### src/rtl/ifu_pipelined.sv
// ifu_pipelined: pipelined instruction fetch unit with credit-limited issue, PC/insn queue, branch stall and redirect drop counter.
// Optional IFU_JAL_FOLLOW_EN: follow JAL targets locally instead of stalling for the branch unit.
package ifu_pkg;
  typedef enum logic [2:0] {ALU, MUL, DIV, LSU, BU} e_functional_unit;
endpackage

module ifu_pipelined
  import ifu_pkg::*;
#(
  parameter int ADDRESS_WIDTH = 64,
  parameter int QUEUE_DEPTH = 8,
  parameter int MAX_OUTSTANDING = 4,
  parameter logic [ADDRESS_WIDTH-1:0] RESET_PC = '0
)(
  input  logic clk,
  input  logic rst_n,
  input  logic instruction_poll_i,
  input  logic bcast_valid_i,
  input  logic [ADDRESS_WIDTH-1:0] bcast_value_i,
  input  e_functional_unit bcast_rs_i,
  output logic fetch_ready_o,
  output logic [31:0] fetch_insn_o,
  output logic [ADDRESS_WIDTH-1:0] fetch_pc_o,
  output logic [ADDRESS_WIDTH-1:0] imem_load_addr_o,
  output logic imem_load_en_o,
  input  logic [31:0] imem_load_insn_i,
  input  logic imem_load_busy_i,
  input  logic imem_load_rdy_i
);
  localparam int AW = ADDRESS_WIDTH;
  localparam int CW = $clog2(QUEUE_DEPTH);
  localparam int IW = $clog2(MAX_OUTSTANDING + 1);
  localparam logic [IW-1:0] MAX_O = IW'(MAX_OUTSTANDING);
  localparam logic [CW+1:0] QD = (CW+2)'(QUEUE_DEPTH);
  logic [AW-1:0] fetch_pc, resp_pc, target, jimm, jal_tgt;
  logic [IW-1:0] inflight, inflight_nx, drop;
  logic [CW:0] count;
  logic [CW-1:0] head, tail;
  logic [AW+31:0] mem [QUEUE_DEPTH];
  logic stall, redirect, issue, push, pop, is_br, follow;
  logic [6:0] opcode;
  assign redirect = bcast_valid_i && bcast_rs_i == BU;
  assign target = bcast_value_i & ~AW'(3);
  assign opcode = imem_load_insn_i[6:0];
  assign jimm = {{(AW-21){imem_load_insn_i[31]}}, imem_load_insn_i[31], imem_load_insn_i[19:12],
                 imem_load_insn_i[20], imem_load_insn_i[30:21], 1'b0};
  assign jal_tgt = resp_pc + jimm;
`ifdef IFU_JAL_FOLLOW_EN
  assign follow = opcode == 7'b1101111;
  assign is_br = opcode == 7'b1100011 || opcode == 7'b1100111;
`else
  assign follow = 1'b0;
  assign is_br = opcode == 7'b1100011 || opcode == 7'b1100111 || opcode == 7'b1101111;
`endif
  // credit check reserves a queue slot for every request already in flight
  assign issue = rst_n && !stall && !redirect && !imem_load_busy_i && inflight < MAX_O &&
                 (CW+2)'(inflight) + (CW+2)'(count) < QD;
  assign inflight_nx = inflight + IW'(issue) - IW'(imem_load_rdy_i);
  assign push = imem_load_rdy_i && !redirect && drop == '0;
  assign pop = instruction_poll_i && fetch_ready_o;
  assign fetch_ready_o = count != '0 && !redirect;
  assign {fetch_pc_o, fetch_insn_o} = mem[head];
  assign imem_load_addr_o = fetch_pc;
  assign imem_load_en_o = issue;
  always_ff @(posedge clk or negedge rst_n) begin
    if (!rst_n) begin
      fetch_pc <= RESET_PC;
      resp_pc <= RESET_PC;
      inflight <= '0;
      drop <= '0;
      stall <= 1'b0;
      count <= '0;
      head <= '0;
      tail <= '0;
    end else begin
      inflight <= inflight_nx;
      if (redirect) begin
        fetch_pc <= target;
        resp_pc <= target;
        stall <= 1'b0;
        drop <= inflight_nx;
        count <= '0;
        head <= '0;
        tail <= '0;
      end else begin
        count <= count + (CW+1)'(push) - (CW+1)'(pop);
        if (push) tail <= tail + 1'b1;
        if (pop) head <= head + 1'b1;
        if (imem_load_rdy_i && drop != '0) drop <= drop - 1'b1;
        if (issue) fetch_pc <= fetch_pc + AW'(4);
        if (push) resp_pc <= resp_pc + AW'(4);
        if (push && is_br) begin
          stall <= 1'b1;
          drop <= inflight_nx;
        end
        if (push && follow) begin
          fetch_pc <= jal_tgt;
          resp_pc <= jal_tgt;
          drop <= inflight_nx;
        end
      end
    end
  end
  always_ff @(posedge clk) if (push) mem[tail] <= {resp_pc, imem_load_insn_i};
endmodule

### config.mk
export PLATFORM = sky130hd
export DESIGN_NAME = ifu_pipelined
export DESIGN_NICKNAME = d
export VERILOG_FILES = /design/src/rtl/ifu_pipelined.sv
export SDC_FILE = /design/constraint.sdc
export NUM_CORES = 1
export LEC_CHECK = 0
export ABC_CLOCK_PERIOD_IN_PS = 12870
export CAP_MARGIN = 10
export CORE_MARGIN = 2
export CORE_UTILIZATION = 61
export CTS_BUF_LIST = sky130_fd_sc_hd__clkbuf_2
export DETAILED_ROUTE_END_ITERATION = 10
export HOLD_SLACK_MARGIN = 0.02
export PLACE_DENSITY = 0.93
export RECOVER_POWER = 50
export REMOVE_ABC_BUFFERS = 1
export SYNTH_ARGS = -nofsm -noshare
export SYNTH_HDL_FRONTEND = slang
export SYNTH_SLANG_ARGS = --single-unit
### constraint.sdc
create_clock -name clk -period 12.87 [get_ports clk]
set_input_delay 1.287 -clock clk [delete_from_list [all_inputs] [get_ports clk]]
set_output_delay 1.287 -clock clk [all_outputs]
set_load 0.005 [all_outputs]
=== After elaboration in Yosys (flattened, before gate mapping) ===
Memories as Yosys holds them, arrays and structs flattened.
Index checks and enable logic that the tools add are counted.

* Eq/ne operators: 4
* Muxes and demuxes: 16
* Add/subtract/negate cells: 10
* Reductions and logical operators: 25
* Magnitude comparators: 2

{| class="wikitable"
|+ Operator list
! cell !! count
|-
| 64-bit two-way mux || 4
|-
| 64-bit by 3-bit adder with 64-bit output (second input constant) || 2
|-
| 7-bit == test (second input constant) || 3
|-
| 3-bit two-way mux || 7
|-
| 1-bit logical AND || 12
|-
| 2-bit nonzero test || 4
|-
| 3-bit by 1-bit adder with 3-bit output (second input constant) || 2
|-
| 3-bit nonzero test || 2
|-
| 3-bit by 4-bit adder with 5-bit output || 1
|-
| 5-bit by 4-bit less-than comparator with 1-bit output (second input constant) || 1
|-
| 4-bit by 1-bit adder with 4-bit output || 1
|-
| 1-bit two-way mux || 4
|-
| 4-bit two-way mux || 1
|-
| 4-bit nonzero test || 1
|-
| 4-bit by 1-bit subtractor with 4-bit output || 1
|-
| 3-bit by 1-bit adder with 3-bit output || 1
|-
| 3-bit == test (second input constant) || 1
|-
| 1-bit zero test || 3
|-
| 3-bit zero test || 1
|-
| 3-bit less-than comparator (second input constant) || 1
|-
| 3-bit by 1-bit subtractor with 3-bit output || 1
|-
| 3-bit by 1-bit subtractor with 3-bit output (second input constant) || 1
|-
| 1-bit logical OR || 2
|}

* Logic and storage cells: 66
* Register bits after elaboration: 145
* RAM bits: 768
* Memories kept: 1
* Bits of input ports: 105

{| class="wikitable"
|+ Memories
! name !! depth !! bits a word !! read ports !! clocked after memory_dff !! wr ports !! line !! text
|-
| mem || 8 || 96 || 1 || 0 || 1 || 39 || <nowiki>logic [AW+31:0] mem [QUEUE_DEPTH];</nowiki>
|}

=== Logic depth before layout (Yosys ltp) ===
* Word-level depth: 11
* Depth in mapped cells: 12
* Depth with buffers taken out: 12

=== Least setup slack after synthesis ===
Ideal clock, no wire load.

* Path type: input to register
* Start point: in imem_load_rdy_i
* End point: mem mem[0][0] (netlist name), enable pin
* Cell stages on the path: 4
* Arrival: 10.708 ns
* Path slack: 1.384 ns
* Path buffers: 1
* Library setup time: 0.777 ns
* Path through: and3b_1 clkbuf_1 nand2_1 nor4_1

* Longest elaborated chain between the ends: 4

{| class="wikitable"
|+ Ends and longest elaborated chain
! element !! line !! text
|-
| start, declared || 28 || <nowiki>input logic imem_load_rdy_i</nowiki>
|-
| 1-bit logical AND (2 in a row) || 59 || <nowiki>assign push = imem_load_rdy_i && !redirect && drop == '0;</nowiki>
|-
| 1-bit two-way mux || 104 || <nowiki>always_ff @(posedge clk) if (push) mem[tail] <= {resp_pc, imem_load_insn_i};</nowiki>
|-
| 1-bit two-way mux (implied by the code) || 104 ||
|-
| end, declared || 39 ||
|}

No other way between the ends.

==> results <==
- The total count of max-transition violations in the final report came to 400.
- The total DRC errors in the routed layout is 0.
- The commonest non-fill, non-tap cell in the layout is sky130_fd_sc_hd__edfxtp_1.
- The number of instances on the worst hold path is 3.
- The startpoint-to-endpoint class of the critical path is in2async.
- The number of vias after detailed routing is 22100.
- The kind of start point of the critical path is an input port.
- Global routing used 28.6% of the available tracks across all layers.
- Leaving out fill and tap cells, the most frequent cells in the layout are 752 x sky130_fd_sc_hd__edfxtp_1, 299 x sky130_fd_sc_hd__clkbuf_2, 226 x sky130_fd_sc_hd__clkdlybuf4s50_1.
- The root buffer selected by CTS is sky130_fd_sc_hd__clkbuf_2.
- The die height is 249 um.
- In this run, CTS created clock tree buffers numbering 203.
- Measured along the x axis, the die boundary spans 249 um.
- On the final layout, the worst clock skew is 0.0997 ns.
- Setup repair after global routing left no endpoint under its margin.
- The growth of design area from synthesis to finish is 14.4%.
- The pre-CTS worst setup slack is 7.21 ns.
- In the final layout, flip-flops and latches occupy 26100 um^2.
- For this block, the initial DRC count from the detailed router was 2548.
- The worst path in the final design needs a cycle of 7.91 ns, including I/O delays and setup.
- TritonCTS built the clock tree.
- The final cell utilization of the core is 70.8%.
- Counting flops with a built-in enable in the synthesized netlist gives 752.
- The die area is 62100 um^2.
- The fraction of layout cells with a size suffix above 1 is 24.8%.
- The maximum number of pins on one net before global-route repair is 98.
- The TritonCTS sink count is 893.
- The final hold violation count is 0.
- The final cycle utilization of the critical path is 61.4%.
- The average instance in the mapped netlist occupies 17.6 um^2.
- The maximum clock frequency is 0.126 GHz.
- The number of antenna violations at the first check in global routing is 5.
- The overall overflow remaining after global route is 0.
- The clock latency on the worst-skew pair is 1.43 ns.
- The post-route antenna net violation count is 0.
- In this run the tool buffered the top-level ports with 260 buffer cells.
- The total length of routed wires is 87.9 mm.
- The final reports fail on max-capacitance violations, max-slew violations.
- The synthesized netlist contains 57 unique library cells.
- The first global-routing pass estimated 133 mm of wire.
- The leakage power of the design is 14.1 nW.
- The I/O pin count is 267.
- The worst hold slack across all endpoints is 0.510 ns.
- The flow ran to the end, but the final reports show violations.
- Counting the fill cells in the layout gives 3642.
- The synthesized instance count is 2083.
- The worst setup path is captured at an async pin.
- The number of cell rows is 89.
- Routability-driven placement finished with a final weighted congestion of 0.920.
- The remaining max-slew budget at the tightest pin is -191%.
- For this run, the detailed router's first-pass iteration total came to 5.
- The tool flagged a number of max-cap violations equal to 7.
- Along the worst path, the maximum fanout reaches 77.
- The final setup violation count is 0.
- Clock-pin slew was measured on the worst setup and hold paths at 0.10 ns.
- The required time reported for the critical path endpoint is 12.75 ns.
- The standard cell core area is 59200 um^2.
- At the end of the flow, the number of nets in the layout was 2589.
- Sequential elements use 71.2% of the synthesized area.
- The clock passes through at most 3 buffers.
- For this design the ratio of total power to cell area is 189 nW/um^2.
- The main flop type after synthesis is sky130_fd_sc_hd__edfxtp_1.
- The path depth of the worst reg2reg path is 6.
- The number of placed instances, taps included is 3033.
- In the final layout, the multi-input gates occupy 10100 um^2.
- For the worst setup path, the data arrival time is 7.79 ns.
- The average wire length per cell after detail routing is 25.8 um.
- Dividing the detail-routed via count by the number of cells gives 6.49.
- The post-synthesis instance area is 36700 um^2.
- Across the VDD grid, the largest voltage drop is 0.134 mV.
- The H-tree was split into 4 levels.
- The setup fix buffers added after clock tree synthesis is 0.
- The half-perimeter wire length after detailed placement is 53.3 mm.
- For this run, asynchronously set or reset flops after synthesis account for 15.8%.
- Once the floorplan was initialized, standard cells occupied 61.9% of the core.
- Excluding fillers, the count of instances in the completed layout stands at 3406.
- Synthesis inferred 893 register bits.
- The type of the most critical hold path is in2reg.
- The final worst-path setup slack is 4.96 ns.
- The Yosys step of the flow raised 0 warnings.
- At the pin with the least slew margin, the transition time is 4.36 ns.
- The number of global-route vias before repair was 22600.
[cell usage after synthesis (all sizes together), types with 3 or more instances]
cell      n  area, um^2
mux2i     3        30.0
inv      18        67.6
a21oi    70         350
a311oi    6        52.6
a211oi   18         135
or3      11        68.8
edfxtp  752       22600
and4     31         272
o21ai    19        95.1
dfrtp   141        3530
nand2    81         304
xnor2    50         438
a31oi    20         125
nand4    47         309
ha       15         188
and2     17         106
nor2    106         398
nor3     44         220
and3     34         213
nand2b    7        43.8
nand3    60         310
o31ai    10        75.1
nor4     40         250
o41ai     4        35.0
or4      17         135
mux4    188        4230
xor2     26         228
a211o     3        26.3
buf      34         156
o31a      6        52.6
mux2     94        1060
clkbuf   84         315
[per-stage QoR]
step	area, um^2	total power, mW	setup TNS, ns
detailed placement	40100	6.24	0
CTS	42000	8.00	0
global route	42000	8.31	0
global placement	40100	6.14	0
floorplan	36200	5.46	-221.86
finish	42000	7.94	0
[routing by layer]
| metal | vias to the layer above | wire (um) | track usage, % |
|---|---|---|---|
| met5 | - | 38 | 0 |
| met4 | 6 | 3610 | 14.0 |
| met3 | 289 | 9250 | 7.93 |
| met2 | 1442 | 42800 | 45.7 |
| met1 | 11000 | 32200 | 36.8 |
| li1 | 9310 | - | - |
[worst max-delay path, cell delays in order]
cell and delay [ns]:
sky130_fd_sc_hd__dlygate4sd3_1 0.52, sky130_fd_sc_hd__clkbuf_1 2.67, sky130_fd_sc_hd__clkbuf_1 3.24
[layout make-up]
cell class,count,area share [%]
clock buffers,298,3.55
clock inverters,68,0.916
inverters,18,0.161
repair buffers,294,6.74
well taps,773,2.31
diodes,5,0.0298
flip-flops and latches,893,62.3
multi-input cells,1057,24.0
[what timing repair did]
item / CTS / global route
endpoints found under the hold margin: 64 / 0
endpoints found under the setup margin: 0 / 0
hold buffers: 1 / 0
gates resized for setup: 0 / 0
[report_power, final]
part	leakage, nW	internal, mW	switching (mW)
registers	8.43	3.44	0.390
clock network	1.42	0.687	1.07
logic	4.26	1.36	0.986
[flip-flops by register name, summed over array words and instances, names as in the netlist]
| signal | flops |
|---|---|
| tail | 3 |
| mem | 752 |
| count | 4 |
| drop | 3 |
| imem_load_addr_o | 62 |
| head | 3 |
| stall | 1 |
| resp_pc | 62 |
| inflight | 3 |
[logic make-up (layout without fill, tap and decap cells)]
family                   after synthesis  count (layout)  share of synthesized area (%)
multiplexers                         285             285                           14.5
other                                  1               9                         0.0102
buffers and inverters                136             678                           1.47
adder cells (fa/ha/maj)               17              17                          0.621
AO/OA/AOI/OAI                        167             167                           2.85
flip-flops                           893             893                           71.2
XOR/XNOR                              76              76                           1.82
AND/OR/NAND/NOR                      508             508                           7.49
[worst paths after layout]
kind	slack, ns	from	end
worst max-delay path	4.96	rst_n	head[1]$_DFFE_PN0P_
worst min-delay path	0.51	bcast_value_i[35]	resp_pc[35]$_DFFE_PN0P_
worst max register to register	8.62	drop[0]$_DFFE_PN0P_	mem[5][63]$_DFFE_PP_
worst min register to register	0.59	drop[1]$_DFFE_PN0P_	drop[1]$_DFFE_PN0P_
max in group clk	5.20	bcast_rs_i[0]	drop[1]$_DFFE_PN0P_
min in group asynchronous	1.75	rst_n	imem_load_addr_o[63]$_DFFE_PN0P_
Note: power is estimated with default switching activity, not from simulation.
